File: config.mk
export PLATFORM = sky130hd
export DESIGN_NAME = gate_tt_sequencer_flat
export DESIGN_NICKNAME = d
export VERILOG_FILES = /design/src/rtl/gate_tt_sequencer_if.sv /design/src/rtl/gate_tt_sequencer.sv /design/src/flat_wrapper.sv
export SDC_FILE = /design/constraint.sdc
export NUM_CORES = 1
export LEC_CHECK = 0
export ABC_AREA = 1
export BUFFER_PORTS_ARGS = -buffer_cell sky130_fd_sc_hd__buf_2
export CORE_UTILIZATION = 50
export DETAILED_ROUTE_END_ITERATION = 12
export PLACE_DENSITY_LB_ADDON = 0.08
export SYNTH_ARGS = -nofsm -noshare
export SYNTH_HDL_FRONTEND = slang
export SYNTH_SLANG_ARGS = --single-unit
File: constraint.sdc
create_clock -name clk -period 1.6 [get_ports clk]
set_input_delay 0.32 -clock clk [delete_from_list [all_inputs] [get_ports clk]]
set_output_delay 0.32 -clock clk [all_outputs]
set_load 0.01 [all_outputs]
File: src/rtl/gate_tt_sequencer_if.sv
// Control/result bundle between the truth-table sequencer and its gate/host side.
// The master modport belongs to the sequencer, the slave modport to the gate and host.
interface gate_tt_sequencer_if #(
    parameter int unsigned N_IN = 3
);
    logic            start;
    logic [N_IN-1:0] gate_in;
    logic            gate_out;
    logic            busy;
    logic            done;
    logic            pass;
    logic [N_IN:0]   err_count;
    logic [N_IN-1:0] fail_vec;

    modport master (
        input  start, gate_out,
        output gate_in, busy, done, pass, err_count, fail_vec
    );

    modport slave (
        output start, gate_out,
        input  gate_in, busy, done, pass, err_count, fail_vec
    );
endinterface

File: src/rtl/gate_tt_sequencer.sv
// Walks a small combinational gate through every input vector and checks it against EXPECT_MASK.
// Build option: define STOP_ON_FAIL_EN to end the sweep at the first mismatching vector.
module gate_tt_sequencer #(
    parameter int unsigned        N_IN          = 3,
    parameter int unsigned        SETTLE_CYCLES = 2,
    parameter logic [2**N_IN-1:0] EXPECT_MASK   = 8'h80
) (
    input  logic                clk,
    input  logic                rst,
    gate_tt_sequencer_if.master bus
);

    localparam int unsigned N_VEC    = 2**N_IN;
    localparam int unsigned ERR_W    = N_IN + 1;
    localparam int unsigned TMR_W    = (SETTLE_CYCLES < 2) ? 1 : $clog2(SETTLE_CYCLES + 1);
    localparam logic [N_IN-1:0] LAST_VEC = N_IN'(N_VEC - 1);

    typedef enum logic [2:0] {
        S_IDLE   = 3'd0,
        S_DRIVE  = 3'd1,
        S_SETTLE = 3'd2,
        S_CHECK  = 3'd3,
        S_DONE   = 3'd4
    } state_t;

    state_t           r_state,    w_state_nxt;
    logic [N_IN-1:0]  r_idx,      w_idx_nxt;
    logic [N_IN-1:0]  r_gate_in,  w_gate_in_nxt;
    logic [N_IN-1:0]  r_fail_vec, w_fail_vec_nxt;
    logic [TMR_W-1:0] r_timer,    w_timer_nxt;
    logic [ERR_W-1:0] r_err,      w_err_nxt;
    logic             r_busy,     w_busy_nxt;
    logic             r_done,     w_done_nxt;
    logic             r_pass,     w_pass_nxt;

    logic w_accept;
    logic w_mismatch;
    logic w_last;

    // DONE is only restartable once its results are published (r_done high)
    assign w_accept   = bus.start && ((r_state == S_IDLE) || ((r_state == S_DONE) && r_done));
    assign w_mismatch = (bus.gate_out != EXPECT_MASK[r_idx]);
    assign w_last     = (r_idx == LAST_VEC);

    // State and datapath registers
    always_ff @(posedge clk) begin
        if (rst) begin
            r_state    <= S_IDLE;
            r_idx      <= '0;
            r_gate_in  <= '0;
            r_fail_vec <= '0;
            r_timer    <= '0;
            r_err      <= '0;
            r_busy     <= 1'b0;
            r_done     <= 1'b0;
            r_pass     <= 1'b0;
        end else begin
            r_state    <= w_state_nxt;
            r_idx      <= w_idx_nxt;
            r_gate_in  <= w_gate_in_nxt;
            r_fail_vec <= w_fail_vec_nxt;
            r_timer    <= w_timer_nxt;
            r_err      <= w_err_nxt;
            r_busy     <= w_busy_nxt;
            r_done     <= w_done_nxt;
            r_pass     <= w_pass_nxt;
        end
    end

    // Next-state logic
    always_comb begin
        w_state_nxt = r_state;
        case (r_state)
            S_IDLE, S_DONE: begin
                if (w_accept) w_state_nxt = S_DRIVE;
            end
            S_DRIVE: begin
                w_state_nxt = (SETTLE_CYCLES == 0) ? S_CHECK : S_SETTLE;
            end
            S_SETTLE: begin
                if (r_timer == TMR_W'(1)) w_state_nxt = S_CHECK;
            end
            S_CHECK: begin
`ifdef STOP_ON_FAIL_EN
                if (w_mismatch || w_last) w_state_nxt = S_DONE;
`else
                if (w_last) w_state_nxt = S_DONE;
`endif
                else w_state_nxt = S_DRIVE;
            end
            default: w_state_nxt = S_IDLE;
        endcase
    end

    // Register next-values; results publish one cycle after DONE is entered
    always_comb begin
        w_idx_nxt      = r_idx;
        w_gate_in_nxt  = r_gate_in;
        w_fail_vec_nxt = r_fail_vec;
        w_timer_nxt    = r_timer;
        w_err_nxt      = r_err;
        w_busy_nxt     = r_busy;
        w_done_nxt     = r_done;
        w_pass_nxt     = r_pass;
        case (r_state)
            S_IDLE, S_DONE: begin
                if (w_accept) begin
                    w_idx_nxt      = '0;
                    w_err_nxt      = '0;
                    w_fail_vec_nxt = '0;
                    w_pass_nxt     = 1'b0;
                    w_done_nxt     = 1'b0;
                    w_busy_nxt     = 1'b1;
                end else if ((r_state == S_DONE) && !r_done) begin
                    w_done_nxt = 1'b1;
                    w_pass_nxt = (r_err == '0);
                end
            end
            S_DRIVE: begin
                w_gate_in_nxt = r_idx;
                w_timer_nxt   = TMR_W'(SETTLE_CYCLES);
            end
            S_SETTLE: begin
                w_timer_nxt = r_timer - TMR_W'(1);
            end
            S_CHECK: begin
                if (w_mismatch) begin
                    w_err_nxt = r_err + ERR_W'(1);
                    if (r_err == '0) w_fail_vec_nxt = r_idx;
                end
                if (w_state_nxt == S_DONE) w_busy_nxt = 1'b0;
                else                       w_idx_nxt  = r_idx + N_IN'(1);
            end
            default: ;
        endcase
    end

    assign bus.gate_in   = r_gate_in;
    assign bus.busy      = r_busy;
    assign bus.done      = r_done;
    assign bus.pass      = r_pass;
    assign bus.err_count = r_err;
    assign bus.fail_vec  = r_fail_vec;

endmodule
File: src/flat_wrapper.sv
// flat-port wrapper written by rule: the top's interface ports become plain ports
module gate_tt_sequencer_flat 
#(
    parameter int unsigned        N_IN          = 3,
    parameter int unsigned        SETTLE_CYCLES = 2,
    parameter logic [2**N_IN-1:0] EXPECT_MASK   = 8'h80
)
  (clk, rst, bus_start, bus_gate_out, bus_gate_in, bus_busy, bus_done, bus_pass, bus_err_count, bus_fail_vec);
  gate_tt_sequencer_if #(.N_IN(N_IN)) bus_i ();
  input  logic clk;
  input  logic rst;
  input wire logic [$bits(bus_i.start)-1:0] bus_start;
  input wire logic [$bits(bus_i.gate_out)-1:0] bus_gate_out;
  output wire logic [$bits(bus_i.gate_in)-1:0] bus_gate_in;
  output wire logic [$bits(bus_i.busy)-1:0] bus_busy;
  output wire logic [$bits(bus_i.done)-1:0] bus_done;
  output wire logic [$bits(bus_i.pass)-1:0] bus_pass;
  output wire logic [$bits(bus_i.err_count)-1:0] bus_err_count;
  output wire logic [$bits(bus_i.fail_vec)-1:0] bus_fail_vec;
  assign bus_i.start = bus_start;
  assign bus_i.gate_out = bus_gate_out;
  assign bus_gate_in = bus_i.gate_in;
  assign bus_busy = bus_i.busy;
  assign bus_done = bus_i.done;
  assign bus_pass = bus_i.pass;
  assign bus_err_count = bus_i.err_count;
  assign bus_fail_vec = bus_i.fail_vec;
  gate_tt_sequencer #(.N_IN(N_IN), .SETTLE_CYCLES(SETTLE_CYCLES), .EXPECT_MASK(EXPECT_MASK)) u_core (.clk(clk), .rst(rst), .bus(bus_i));
endmodule
==> results of run 1 <==
cells by family (layout without fill, tap and decap cells):
| group | count (synthesis) | after routing | synth area share |
|---|---|---|---|
| AO/OA/AOI/OAI | 21 | 21 | 0.0978 |
| adder cells (fa/ha/maj) | 5 | 5 | 0.0569 |
| buffers and inverters | 29 | 47 | 0.106 |
| flip-flops | 22 | 22 | 0.400 |
| AND/OR/NAND/NOR | 77 | 77 | 0.339 |
synth_stat cells:
| cell type | n | area [um2] |
|---|---|---|
| dfxtp_1 | 22 | 440 |
| ha_1 | 5 | 62.6 |
| nor3_1 | 3 | 15.0 |
| a21oi_1 | 12 | 60.1 |
| nand3_4 | 1 | 17.5 |
| nor2_2 | 1 | 6.26 |
| a211oi_1 | 1 | 7.51 |
| nand4_1 | 4 | 25.0 |
| o21ai_1 | 1 | 5.00 |
| nand3_2 | 2 | 20.0 |
| clkbuf_1 | 2 | 7.51 |
| nand2_1 | 33 | 124 |
| o21ai_0 | 7 | 35.0 |
| buf_6 | 1 | 11.3 |
| nand2_2 | 2 | 12.5 |
| nor2_1 | 17 | 63.8 |
| nand3_1 | 11 | 55.1 |
| nand2_4 | 3 | 33.8 |
| inv_1 | 26 | 97.6 |
worst max-delay path, cell delays in order (launching register included):
cell and delay (ps):
dfxtp_1 450, nand2_1 100, nor2_2 200, buf_4 200, nand2_4 70, nand3_1 80
nand3_1 110, nor2_1 140
through the flow:
stage	hold WS [ps]	instance area [um2]	power, W
after floorplan	429	1100	0.000732
after global placement	433	1200	0.000775
after detailed placement	439	1200	0.000780
after CTS	289	1240	0.00108
after global routing	288	1240	0.00113
final	299	1240	0.00107
flip-flops by register name, summed over array words and instances, names as in the netlist, named ones only:
name                  count
u_core.bus.done           1
u_core.bus.busy           1
u_core.bus.gate_in        3
u_core.bus.pass           1
u_core.r_state            3
u_core.r_timer            2
u_core.bus.fail_vec       3
u_core.r_idx              3
u_core.bus.err_count      4
power by group through the flow:
stage | Clock (W) | Sequential (W) | Combinational (W)
2_1_floorplan | 0 | 0.000619 | 0.000113
3_3_place_gp | 0 | 0.000610 | 0.000165
3_5_place_dp | 0 | 0.000611 | 0.000168
4_1_cts | 0.000308 | 0.000599 | 0.000170
5_1_grt | 0.000333 | 0.000603 | 0.000191
6_report | 0.000299 | 0.000599 | 0.000168
per-layer routing:
layer  routed length (um)  GRT usage  vias up  share of wire
met5                    0          0        -              0
met4                   26     0.0588        0          0.012
met3                   87     0.0374        4          0.041
met2                 1010      0.336       27           0.48
met1                  980      0.226      451           0.47
li1                     -          -      528              -
final timing paths:
kind | endpoint | slack [ps] | depth (start not counted)
worst min register to register | u_core.bus.gate_in[1] | 450 | 2
worst max-delay path | flop | 180 | 7
worst min-delay path | u_core.bus.busy | 300 | 2
worst max register to register | flop | 180 | 7
layout make-up:
| cell class | count | area (um2) | area share |
|---|---|---|---|
| clock buffer | 4 | 36.3 | 0.0293 |
| timing repair buffer | 17 | 87.6 | 0.0707 |
| sequential | 22 | 440 | 0.356 |
| tap | 27 | 33.8 | 0.0273 |
| multi-input combinational | 103 | 543 | 0.438 |
| inverter | 26 | 97.6 | 0.0788 |
cell usage in the layout (no fill, tap or decap), drive strengths merged:
master	count
a211oi	1
a21oi	12
buf	17
clkbuf	4
dfxtp	22
ha	5
inv	26
nand2	38
nand3	14
nand4	4
nor2	18
nor3	3
o21ai	8
==> results.cfg, run 1 <==
[finish]
final_nets = 182
antenna_cells = 0
postLayoutCoreUtil = 0.613
drive_above_1_share = 0.174
fillCellCount = 196
fin_cells = 199
syn_to_final_growth_pct = 12.6

[clock_network]
cts-resized-gates = 0
clk_pin_slew_ps = 120
clkSinkCount = 22
ctsHoldBuffers = 0
cts_tree = built
post-cts-setup-buffer-count = 0
clockBufferDepth = 2
clk_latency_ps = 300
cts_made_buffers = 3
htreeDepth = 1
cts_root_buf = clkbuf_4

[global_route]
track_usage = 0.189
grt_max_degree = 13
grt_pass1_wl_um = 3490
globalRouteOverflowTotal = 0
grt_pass1_vias = 847
antenna_found_initial = 0

[timing]
hold_violations = 0
finalWorstSetupSlack_ps = 181
rsz0062_at_grt = no
min_period_ps = 1420
fmax_mhz = 705
worstMarginPinSlew_ps = 343
relSlewSlack = 0.770
fin_crit_sh = 0.887
skew_ps = 6.43
setup_viol_count_final = 0
drv_slew = 0
finalSetupTns_ps = 0

[power_and_ir_drop]
ir_worst_vdd_mv = 0.565
p_switching_w = 0.000289
p_leak_nw = 0.590
pwr-share-comb = 0.158
seq_power_share = 0.562
clkPwrFrac = 0.281
internal_power_w = 0.000778
switching_share = 0.271
p_per_area_nw_per_um2 = 861

[critical_path]
endpoint_kind = flop
crit_type = reg -> reg
cp_max_fo = 7
rr_startpoint = u_core.r_state[0]
start_kind = flop
crit_arrival_ps = 1660
worstPathRequired_ps = 1840
critPathLaunch = u_core.r_state[0]

[die]
io_pins = 17
coreArea_um2 = 2020
dieArea_um2 = 2390
die_h_um = 48.9
placementRows = 16
chipWidth_um = 48.9
initial_core_util = 0.544

[flow_run]
maxCapViolations = 0

[route]
drc = 0
detail_route.iter0.violations = 17
drt-total-wl_um = 2110
postRouteAntennaNets = 0
firstDrtPassIters = 4
via_per_inst = 5.08
vias = 1010
wire_per_inst_um = 10.6

[place]
dpl_worst_slack_ps = 231
dp_hpwl_um = 1670
dp.cells = 195
place_congestion = 0.874
portBuffers = 16

[hold_path]
hp-start = rst
hp-class = in -> reg

[yosys]
netlist_instances = 154
syn_area_um2 = 1100
ys_seq_elements = 22
synth.yosys.seq_area_share = 0.400
yosys_warnings = 0
syn_area_per_cell_um2 = 7.14
yosysUniqueCellTypes = 19
syn_nets = 163

[run_status]
status = complete, no violations
Power figures use the tool's default switching activity.
==> run 2, diff against run 1 <==
--- a/config.mk
+++ b/config.mk
@@ -7,7 +7,9 @@
 export LEC_CHECK = 0
 export ABC_AREA = 1
 export BUFFER_PORTS_ARGS = -buffer_cell sky130_fd_sc_hd__buf_2
+export CORE_ASPECT_RATIO = 0.75
 export CORE_UTILIZATION = 50
+export CTS_CLUSTER_SIZE = 14
 export DETAILED_ROUTE_END_ITERATION = 12
 export PLACE_DENSITY_LB_ADDON = 0.08
 export SYNTH_ARGS = -nofsm -noshare
==> results.cfg, run 2 (same netlist as run 1, synthesis figures left out) <==
[run_status]
status = complete, no violations

[route]
vias = 986
drc = 0
detail_route.iter0.violations = 30
via_per_inst = 5.06
postRouteAntennaNets = 0
wire_per_inst_um = 10.8
firstDrtPassIters = 4
drt-total-wl_um = 2100

[power_and_ir_drop]
ir_worst_vdd_mv = 0.561
p_leak_nw = 0.583
pwr-share-comb = 0.165
internal_power_w = 0.000727
switching_share = 0.283
seq_power_share = 0.593
p_switching_w = 0.000286
p_per_area_nw_per_um2 = 829
clkPwrFrac = 0.242

[critical_path]
r2r_slack_ps = 190
cpLargestDelayFamily = simple AND/OR/NAND/NOR gates
worst_r2r_path_depth = 8
crit_type = reg -> reg
worstPathCellList = nand2_1 > nor2_2 > buf_4 > nand2_4 > nand2_4 > nand2_1 > nand3_1 > nor2_1
crit_buf_inv = 1
start_kind = flop
slowest_stage = dfxtp_1
max_stage_delay_ps = 450
cp_max_fo = 7
worstPathRequired_ps = 1810
rr_startpoint = u_core.r_state[0]
endpoint_kind = flop
crit_arrival_ps = 1620

[die]
placementRows = 14
dieArea_um2 = 2390
chipWidth_um = 56.2
io_pins = 17
die_h_um = 42.6
initial_core_util = 0.541
coreArea_um2 = 2030

[finish]
final_nets = 182
stdcell_area_um2 = 1220
regArea_um2 = 440
drive_above_1_share = 0.170
layout_common_cells = 33 x nand2_1, 26 x inv_1, 22 x dfxtp_1
multi_input_area_um2 = 543
postLayoutCoreUtil = 0.601
fillCellCount = 194
antenna_cells = 0
final_common_cell = nand2_1
syn_to_final_growth_pct = 11.0
largest_register_ffs = 4

[hold_path]
hp-start = rst
min_to = u_core.r_state[2]
hp-class = in -> reg
worstHoldPathCells = 2

[timing]
drv_slew = 0
setup_viol_count_final = 0
skew_ps = 8.12
finalSetupTns_ps = 0
min_period_ps = 1410
rsz0062_at_grt = no
fmax_mhz = 710
fin_crit_sh = 0.880
worstMarginPinSlew_ps = 336
relSlewSlack = 0.774
hold_violations = 0

[place]
portBuffers = 16
postPlaceCellArea_um2 = 1200
place_congestion = 0.826
dp_hpwl_um = 1600

[clock_network]
clk_pin_slew_ps = 120
clockBufferDepth = 2
cts-resized-gates = 0
cts_made_buffers = 3
htreeDepth = 1
clkSinkCount = 22
cts_tree = built
post-cts-setup-buffer-count = 0
cts_root_buf = clkbuf_4
ctsHoldBuffers = 0
clk_latency_ps = 310

[global_route]
grt_pass1_vias = 820
grt_pass1_wl_um = 3430
globalRouteOverflowTotal = 0
grt_max_degree = 12
track_usage = 0.188
antenna_found_initial = 0

[flow_run]
maxCapViolations = 0
run 2: layout make-up:
type / count / area share
Multi-Input combinational cell: 103 / 0.445
Inverter: 26 / 0.0799
Sequential cell: 22 / 0.361
Tap cell: 24 / 0.0246
Clock buffer: 3 / 0.0184
Timing Repair Buffer: 17 / 0.0717
run 2: metrics by stage:
stage / worst slack, ps / hold slack [ps] / power [W] / std cells
2_1_floorplan: 410 / 429 / 0.000732 / 154
3_3_place_gp: 225 / 430 / 0.000778 / 192
3_5_place_dp: 258 / 434 / 0.000780 / 192
4_1_cts: 221 / 310 / 0.00103 / 195
5_1_grt: 82.3 / 311 / 0.00107 / 195
6_report: 192 / 309 / 0.00101 / 195
run 2: how the worst max path moves through the flow:
| stage | cells after the start | endpoint | start |
|---|---|---|---|
| final | 8 | flop | u_core.r_state[0] |
| after global routing | 7 | u_core.bus.fail_vec[0] | u_core.r_state[0] |
| after CTS | 9 | flop | u_core.r_state[0] |
| after detailed placement | 8 | flop | u_core.r_state[1] |
| after global placement | 9 | flop | u_core.r_state[0] |
| after floorplan | 8 | flop | u_core.r_idx[0] |
run 2: layer usage:
metal	up-vias	global-route usage	wire, um
met3	2	0.0679	125
met4	0	0.0439	11
met2	23	0.288	901
met5	-	0	0
met1	434	0.253	1060
li1	527	-	-
run 2: worst register-to-register path, stage by stage (launching register included):
cell     delay, ps
dfxtp_1        450
nand2_1        100
nor2_2         210
buf_4          210
nand2_4         70
nand2_4         80
nand2_1         50
nand3_1         80
nor2_1          50
run 2: power groups by stage:
stage / registers (W) / logic, W / clock network (W)
after floorplan: 0.000619 / 0.000113 / 0
after global placement: 0.000612 / 0.000166 / 0
after detailed placement: 0.000613 / 0.000168 / 0
after CTS: 0.000601 / 0.000169 / 0.000258
after global routing: 0.000604 / 0.000191 / 0.000275
final: 0.000601 / 0.000167 / 0.000246
